==> src/rtl/mem_access_pkg.sv <==
// rtl/mem_access_pkg.sv - shared width codes, FSM states and request legality check
package mem_access_pkg;

    localparam logic [2:0] F3_B  = 3'd0;
    localparam logic [2:0] F3_H  = 3'd1;
    localparam logic [2:0] F3_W  = 3'd2;
    localparam logic [2:0] F3_BU = 3'd4;
    localparam logic [2:0] F3_HU = 3'd5;

    typedef enum logic [1:0] {
        IDLE  = 2'd0,
        READ  = 2'd1,
        WRITE = 2'd2,
        DONE  = 2'd3
    } state_t;

    // A request is rejected before any memory traffic if its width code is
    // undefined, its address is not naturally aligned, or it is an unsigned store.
    function automatic logic request_fault(input logic is_store, input logic [2:0] f3,
                                           input logic [1:0] lo);
        logic bad;
        bad = 1'b0;
        case (f3)
            F3_B, F3_BU: bad = 1'b0;
            F3_H, F3_HU: bad = lo[0];
            F3_W:        bad = (lo != 2'b00);
            default:     bad = 1'b1;
        endcase
        if (is_store && (f3 > F3_W)) begin
            bad = 1'b1;
        end
        return bad;
    endfunction

endpackage

==> src/rtl/mem_lane_align.sv <==
// rtl/mem_lane_align.sv - lane extraction/extension for loads and lane merge for sub-word stores
module mem_lane_align
    import mem_access_pkg::*;
(
    input  logic [31:0] word,
    input  logic [1:0]  lane,
    input  logic [2:0]  funct3,
    input  logic [15:0] store_data,
    output logic [31:0] load_value,
    output logic [31:0] merged_word
);

    logic [7:0]  byte_value;
    logic [15:0] half_value;

    always_comb begin
        byte_value  = word[{lane, 3'b000} +: 8];
        half_value  = lane[1] ? word[31:16] : word[15:0];
        load_value  = word;
        merged_word = word;
        case (funct3)
            F3_B:    load_value = {{24{byte_value[7]}}, byte_value};
            F3_BU:   load_value = {24'h0, byte_value};
            F3_H:    load_value = {{16{half_value[15]}}, half_value};
            F3_HU:   load_value = {16'h0, half_value};
            default: load_value = word;
        endcase
        // Only SB/SH reach the merge path; other codes pass the word through.
        if (funct3 == F3_B) begin
            merged_word[{lane, 3'b000} +: 8] = store_data[7:0];
        end else if (funct3 == F3_H) begin
            merged_word[{lane[1], 4'b0000} +: 16] = store_data;
        end
    end

endmodule

==> src/rtl/mem_access_unit.sv <==
// rtl/mem_access_unit.sv - load/store initiator turning RISC-V LB..SW requests into word accesses
module mem_access_unit
    import mem_access_pkg::*;
#(
    parameter int XLEN       = 32,
    parameter int ADDRESSLEN = 32
) (
    input  logic                  clk,
    input  logic                  reset,
    input  logic                  req,
    input  logic                  isStore,
    input  logic [2:0]            funct3,
    input  logic [ADDRESSLEN-1:0] address,
    input  logic [XLEN-1:0]       storeData,
    output logic                  ready,
    output logic                  done,
    output logic                  fault,
    output logic [XLEN-1:0]       loadData,
    output logic [ADDRESSLEN-1:0] memReadAddress,
    output logic                  memReadEnabled,
    output logic [ADDRESSLEN-1:0] memWriteAddress,
    output logic                  memWriteEnabled,
    output logic [XLEN-1:0]       memWriteData,
    input  logic [XLEN-1:0]       memOut
);

    state_t                state_q;
    state_t                state_d;
    logic                  is_store_q;
    logic [2:0]            funct3_q;
    logic [ADDRESSLEN-1:0] addr_q;
    logic [XLEN-1:0]       word_q;
    logic                  fault_q;
    logic [XLEN-1:0]       load_data_q;

    logic                  accept_fault;
    logic [31:0]           load_value;
    logic [31:0]           merged_word;
    logic [ADDRESSLEN-1:0] word_addr;

    assign accept_fault = request_fault(isStore, funct3, address[1:0]);
    assign word_addr    = {addr_q[ADDRESSLEN-1:2], 2'b00};

    mem_lane_align u_align (
        .word        (memOut),
        .lane        (addr_q[1:0]),
        .funct3      (funct3_q),
        .store_data  (word_q[15:0]),
        .load_value  (load_value),
        .merged_word (merged_word)
    );

    always_comb begin
        state_d = state_q;
        case (state_q)
            IDLE: begin
                if (req) begin
                    if (accept_fault) begin
                        state_d = DONE;
                    end else if (isStore && (funct3 == F3_W)) begin
                        state_d = WRITE;
                    end else begin
                        state_d = READ;
                    end
                end
            end
            READ:    state_d = is_store_q ? WRITE : DONE;
            WRITE:   state_d = DONE;
            DONE:    state_d = IDLE;
            default: state_d = IDLE;
        endcase
    end

    always_ff @(posedge clk or posedge reset) begin
        if (reset) begin
            state_q     <= IDLE;
            is_store_q  <= 1'b0;
            funct3_q    <= 3'd0;
            addr_q      <= '0;
            word_q      <= '0;
            fault_q     <= 1'b0;
            load_data_q <= '0;
        end else begin
            state_q <= state_d;
            case (state_q)
                IDLE: begin
                    if (req) begin
                        is_store_q <= isStore;
                        funct3_q   <= funct3;
                        addr_q     <= address;
                        // Holds SW data directly; SB/SH overwrite it with the merged word.
                        word_q     <= storeData;
                        fault_q    <= accept_fault;
                    end
                end
                READ: begin
                    if (is_store_q) begin
                        word_q <= merged_word;
                    end else begin
                        load_data_q <= load_value;
                    end
                end
                default: ;
            endcase
        end
    end

    // Memory-side outputs depend on state only, so an async reset drops them at once.
    assign ready           = (state_q == IDLE);
    assign done            = (state_q == DONE);
    assign fault           = (state_q == DONE) && fault_q;
    assign loadData        = load_data_q;
    assign memReadEnabled  = (state_q == READ);
    assign memReadAddress  = (state_q == READ) ? word_addr : '0;
    assign memWriteEnabled = (state_q == WRITE);
    assign memWriteAddress = (state_q == WRITE) ? word_addr : '0;
    assign memWriteData    = (state_q == WRITE) ? word_q : '0;

endmodule

==> config.mk <==
export PLATFORM = sky130hd
export DESIGN_NAME = mem_access_unit
export DESIGN_NICKNAME = d
export VERILOG_FILES = /design/src/rtl/mem_access_pkg.sv /design/src/rtl/mem_lane_align.sv /design/src/rtl/mem_access_unit.sv
export SDC_FILE = /design/constraint.sdc
export NUM_CORES = 1
export LEC_CHECK = 0
export ABC_AREA = 0
export ABC_CLOCK_PERIOD_IN_PS = 5700
export CELL_PAD_IN_SITES_DETAIL_PLACEMENT = 1
export CELL_PAD_IN_SITES_GLOBAL_PLACEMENT = 1
export CORE_MARGIN = 2
export CORE_UTILIZATION = 35
export DETAILED_ROUTE_END_ITERATION = 10
export PLACE_DENSITY_LB_ADDON = 0.1
export SKIP_CTS_REPAIR_TIMING = 1
export SLEW_MARGIN = 20
export SYNTH_ARGS = -nofsm -noshare
export SYNTH_HDL_FRONTEND = slang
export SYNTH_SLANG_ARGS = --single-unit
==> constraint.sdc <==
create_clock -name clk -period 5.7 [get_ports clk]
set_input_delay 0.855 -clock clk [delete_from_list [all_inputs] [get_ports clk]]
set_output_delay 0.855 -clock clk [all_outputs]
set_load 0.05 [all_outputs]
# ---- After elaboration in Yosys (flattened, before gate mapping)
# Cells that the tools add are included.
dict set report word_totals {
  ff_bits 103
  inputBits 103
  output_inout_bits 133
  elab_cells 60
}
dict set report op_classes {
  n_addsub 2
  order_cmp 1
  n_eq_ne 12
  n_shift 5
  mux 19
  bitwise 1
  n_reduce_logical 13
}
# operator count
set ops {}
lappend ops {{$mux W32} 7}
lappend ops {{$pmux W32 S4} 1}
lappend ops {{$bwmux W32} 2}
lappend ops {{$pmux W32 S2} 1}
lappend ops {{$shift A16 B7 Y32 const A} 1}
lappend ops {{$shift A8 B7 Y32 const A} 1}
lappend ops {{$shiftx A16 B7 Y32} 1}
lappend ops {{$shiftx A32 B6 Y8} 1}
lappend ops {{$shiftx A8 B7 Y32} 1}
lappend ops {{$mux W16} 1}
lappend ops {{$neg A5 Y7} 2}
lappend ops {{$eq A3 B3 Y1 const B} 4}
lappend ops {{$pmux W2 S4} 1}
lappend ops {{$eq A3 B1 Y1 const B} 2}
lappend ops {{$logic_not A3 Y1} 2}
lappend ops {{$mux W2} 3}
lappend ops {{$eq A2 B2 Y1 const B} 2}
lappend ops {{$reduce_and A2 Y1} 2}
lappend ops {{$reduce_bool A2 Y1} 2}
lappend ops {{$reduce_or A2 Y1} 2}
lappend ops {{$eq A3 B2 Y1 const B} 1}
lappend ops {{$gt A3 B2 Y1 const B} 1}
lappend ops {{$logic_and A1 B1 Y1} 3}
lappend ops {{$pmux W1 S3} 1}
lappend ops {{7 further kinds} 8}

# ---- Longest topological paths before layout
dict set report depth {
  word_depth 7
  ltp_mapped 10
}

# ---- Cells and area by module
# A second synthesis with hierarchy kept.
dict set report unflattened {
  hier_cells 605
  area_unflattened_um2 6394.9
}
# mod instances cells_each area_each_um2 seq_area_each_um2
set modules_own_cells {}
lappend modules_own_cells {mem_access_unit 1 383 4987.3 2577.5}
lappend modules_own_cells {mem_lane_align 1 222 1407.6 0.0}

# ---- Worst setup path after synthesis
# No wires, ideal clock.
dict set report synth_timing {
  kind {flip-flop to output port}
  startpoint {register state_q[1]}
  endpoint {output port memReadAddress[2]}
  arrival_ns 2.091
  t_required_ns 4.845
  setup_slack_ns 2.754
  path_stages_with_launch 7
  path_cell_list {dfrtp_1 inv_1 ha_1 buf_6 clkbuf_1 clkbuf_1 and2_1}
}
dict set report synth_between {
  elab_chain_len 2
}
# item line
set synth_lines {}
lappend synth_lines {{from (decl)} mem_access_unit.sv:27} ;# state_t state_q;
lappend synth_lines {{from (signal assigned)} mem_access_unit.sv:84} ;# state_q <= state_d;
lappend synth_lines {{$eq A2 B1 Y1} --}
lappend synth_lines {{net memReadEnabled} mem_access_unit.sv:20} ;# output logic memReadEnabled,
lappend synth_lines {{$mux W32} mem_access_unit.sv:114} ;# assign memReadAddress = (state_q == READ) ? word_addr : '0;
lappend synth_lines {{to (decl)} mem_access_unit.sv:19} ;# output logic [ADDRESSLEN-1:0] memReadAddress,
# The timed path passes the listed nets, and every way through them passes these cells.

# ---- Final worst setup path
dict set report layout_timing {
  startpoint {register state_q[0]}
  endpoint {output port memWriteData[2]}
}
dict set report layout_between {
  elab_chain_len 2
}
# item line
set layout_lines {}
lappend layout_lines {{$eq A2 B2 Y1} mem_access_unit.sv:117} ;# assign memWriteData = (state_q == WRITE) ? word_q : '0;
lappend layout_lines {{$mux W32} mem_access_unit.sv:117}
lappend layout_lines {{to (decl)} mem_access_unit.sv:23} ;# output logic [XLEN-1:0] memWriteData,
# No other way between the ends.

==> flow_summary.yaml <==
power:
  leakagePower_uw: 0.00362
  p_per_area_nw_per_um2: 688
  swShare: 0.520
  clkPwrFrac: 0.112
  power_switching_uw: 3150
  irDropWorstVdd_mv: 0.356
  combPwrFrac: 0.651
  pwr-share-seq: 0.237
  p_int_uw: 2900
route:
  wl_met3_um: 1470
  dr_wl_met2_um: 11000
  highest_layer: "met4"
  via_per_inst: 5.27
  drt_pre_antenna_iters: 4
  m1WireLength_um: 8860
  antenna_left: 0
  drc_errors: 0
  totalWireLength_um: 21900
  vias: 5658
  drt_iter0_markers: 229
  routedWlPerCell_um: 20.4
yosys:
  async_reset_ff_frac: 1.00
  synth_edf_count: 0
  synth-seq-cells: 103
  synthFlopType: "dfrtp_1"
  yosys_warnings: 0
  synth_area_sq_um: 6080
  synth_cells: 646
  synth_seq_area_share: 0.424
  synth_area_per_cell_sq_um: 9.41
  ys_types: 53
critical_path:
  start_kind: "flop"
  r2r_setup_slack_ps: 2490
  cp-end-kind: "output pin"
  crit_type: "reg -> out"
  critical_path.max_fanout: 39
  crit_buf_inv: 3
  cp.arrival_ps: 2980
  path_delay_family: "buffers and inverters"
  max_stage_delay_ps: 810
  timing.critical_path.cells: "inv_1 > ha_1 > buf_4 > and2_1 > clkdlybuf4s50_1"
  worst_path_max_delay_cell: "clkdlybuf4s50_1"
  crit_required_ps: 4850
timing:
  fin_crit_sh: 0.672
  skew_ps: 4.25
  hold_viol_final: 0
  min_period_ps: 3830
  max_freq_mhz: 261
  tns_ps: 0
  drv_slew: 0
  worstMarginPinSlew_ps: 975
  setup_viol: 0
  rsz0062_at_grt: "false"
  slew_headroom: 0.347
layout:
  n_antenna_cell: 0
  fillers: 1940
  nets: 956
  layout.area.seq_sq_um: 2580
  areaGrowthSynthToFinish_pct: 44.9
  multi_input_area_sq_um: 3190
  drive_above_1_share: 0.0955
  final_util: 0.514
floorplan:
  die-area_sq_um: 18400
  initial_core_util: 0.355
  pin_count: 236
  die_y_um: 136
  coreArea_sq_um: 17100
  rows: 48
  die-width_um: 136
global_route:
  grt_max_degree: 62
  grt.total_usage: 0.240
  grt_pass1_vias: 6116
  grt.overflow.total: 0
  antenna_found_initial: 0
  grt_pass1_wl_um: 33900
clock_network:
  cts.sinks: 103
  worstSkewPairLatency_ps: 350
  path_clk_slew_ps: 70
  cts_max_level: 3
  numCtsBuffers: 9
  cts_tree: "built"
  root_buffer: "clkbuf_16"
  cts.path.max_buffers: 2
status:
  status: "complete, no violations"
place:
  gp_congestion: 0.874
  io_buffers: 231
  dp_hpwl_um: 16200
flow_run:
  drv_cap: 0
hold_path:
  holdCritPathClass: "reg -> reg"
## worst reg2reg max path: cells and delay by family (launching register included)
family | cells | cell delay [ps]
AO/OA/AOI/OAI | 1 | 280
adder cells (fa/ha/maj) | 1 | 470
buffers and inverters | 2 | 640
flip-flops | 1 | 420
AND/OR/NAND/NOR | 3 | 1270
## final timing paths
check                                 from               to  cells past startpoint
worst max-delay path            state_q[0]  memWriteData[2]                      5
worst min-delay path               fault_q          fault_q                      1
worst max register to register  state_q[1]        word_q[9]                      7
worst min register to register     fault_q          fault_q                      1
max in group asynchronous            reset       word_q[17]                      3
min in group asynchronous            reset       addr_q[25]                      2
## routing by layer
layer	track usage	up-vias
li1	-	2656
met1	0.289	2771
met2	0.418	200
met3	0.0516	31
met4	0.0932	0
met5	0	-
## registers in the layout, indices dropped and copies added (netlist names)
| name | flops |
|---|---|
| addr_q | 32 |
| loadData | 32 |
| word_q | 32 |
| funct3_q | 3 |
| state_q | 2 |
| fault_q | 1 |
| is_store_q | 1 |
## layout by cell type (no fill, tap or decap), drive strengths merged, types with 18 or more instances in the layout
master,instances
nand2,43
a21oi,58
o21ai,18
inv,23
nand3,28
mux2,41
clkdlybuf4s50,231
and2,94
dfrtp,103
nor2,29
## cells by family after synthesis
| logic type | Yosys count | synth area share |
|---|---|---|
| flip-flops | 103 | 0.424 |
| AND/OR/NAND/NOR | 254 | 0.233 |
| AO/OA/AOI/OAI | 149 | 0.168 |
| multiplexers | 54 | 0.0995 |
| buffers and inverters | 76 | 0.0554 |
| other | 1 | 0.000617 |
| adder cells (fa/ha/maj) | 9 | 0.0185 |
## synth_stat cells (all sizes together), types with 9 or more instances
cell type	instances	area, sq um
nand2b	9	56.3
dfrtp	103	2580
o21ai	18	90.1
a31oi	9	71.3
mux2	41	462
a211oi	10	80.1
buf	17	115
inv	23	86.3
clkbuf	36	135
a21oi	58	290
nor2b	14	95.1
nand2	43	161
ha	9	113
nand3	28	140
mux2i	12	120
nor2	29	109
and2	94	588
nor3	12	71.3
a21o	9	67.6
## power groups by stage
stage	clock network, uW	logic, uW	registers (uW)
4_1_cts	694	3970	1440
5_1_grt	721	4210	1490
6_report	676	3940	1440
3_5_place_dp	0	3950	1450
2_1_floorplan	0	2460	1680
3_3_place_gp	0	3870	1430
## area by class of cell
cell class                      count  share of cell area
Tap cell                          225              0.0320
Multi-Input combinational cell    470               0.362
Sequential cell                   103               0.293
Clock inverter                      3             0.00767
Inverter                           23              0.0101
Timing Repair Buffer              237               0.268
Clock buffer                       12              0.0280
## metrics by stage
step | cells | power (uW) | instance area, sq um | hold slack, ps | worst slack (ps)
finish | 1073 | 6050 | 8800 | 486 | 1870
floorplan | 649 | 4150 | 6090 | 442 | 2140
global route | 1073 | 6430 | 8800 | 518 | 1670
CTS | 1073 | 6100 | 8800 | 496 | 1850
detailed placement | 1058 | 5400 | 8480 | 473 | 2230
global placement | 1058 | 5300 | 8480 | 458 | 2360
Power figures use the tool's default switching activity.
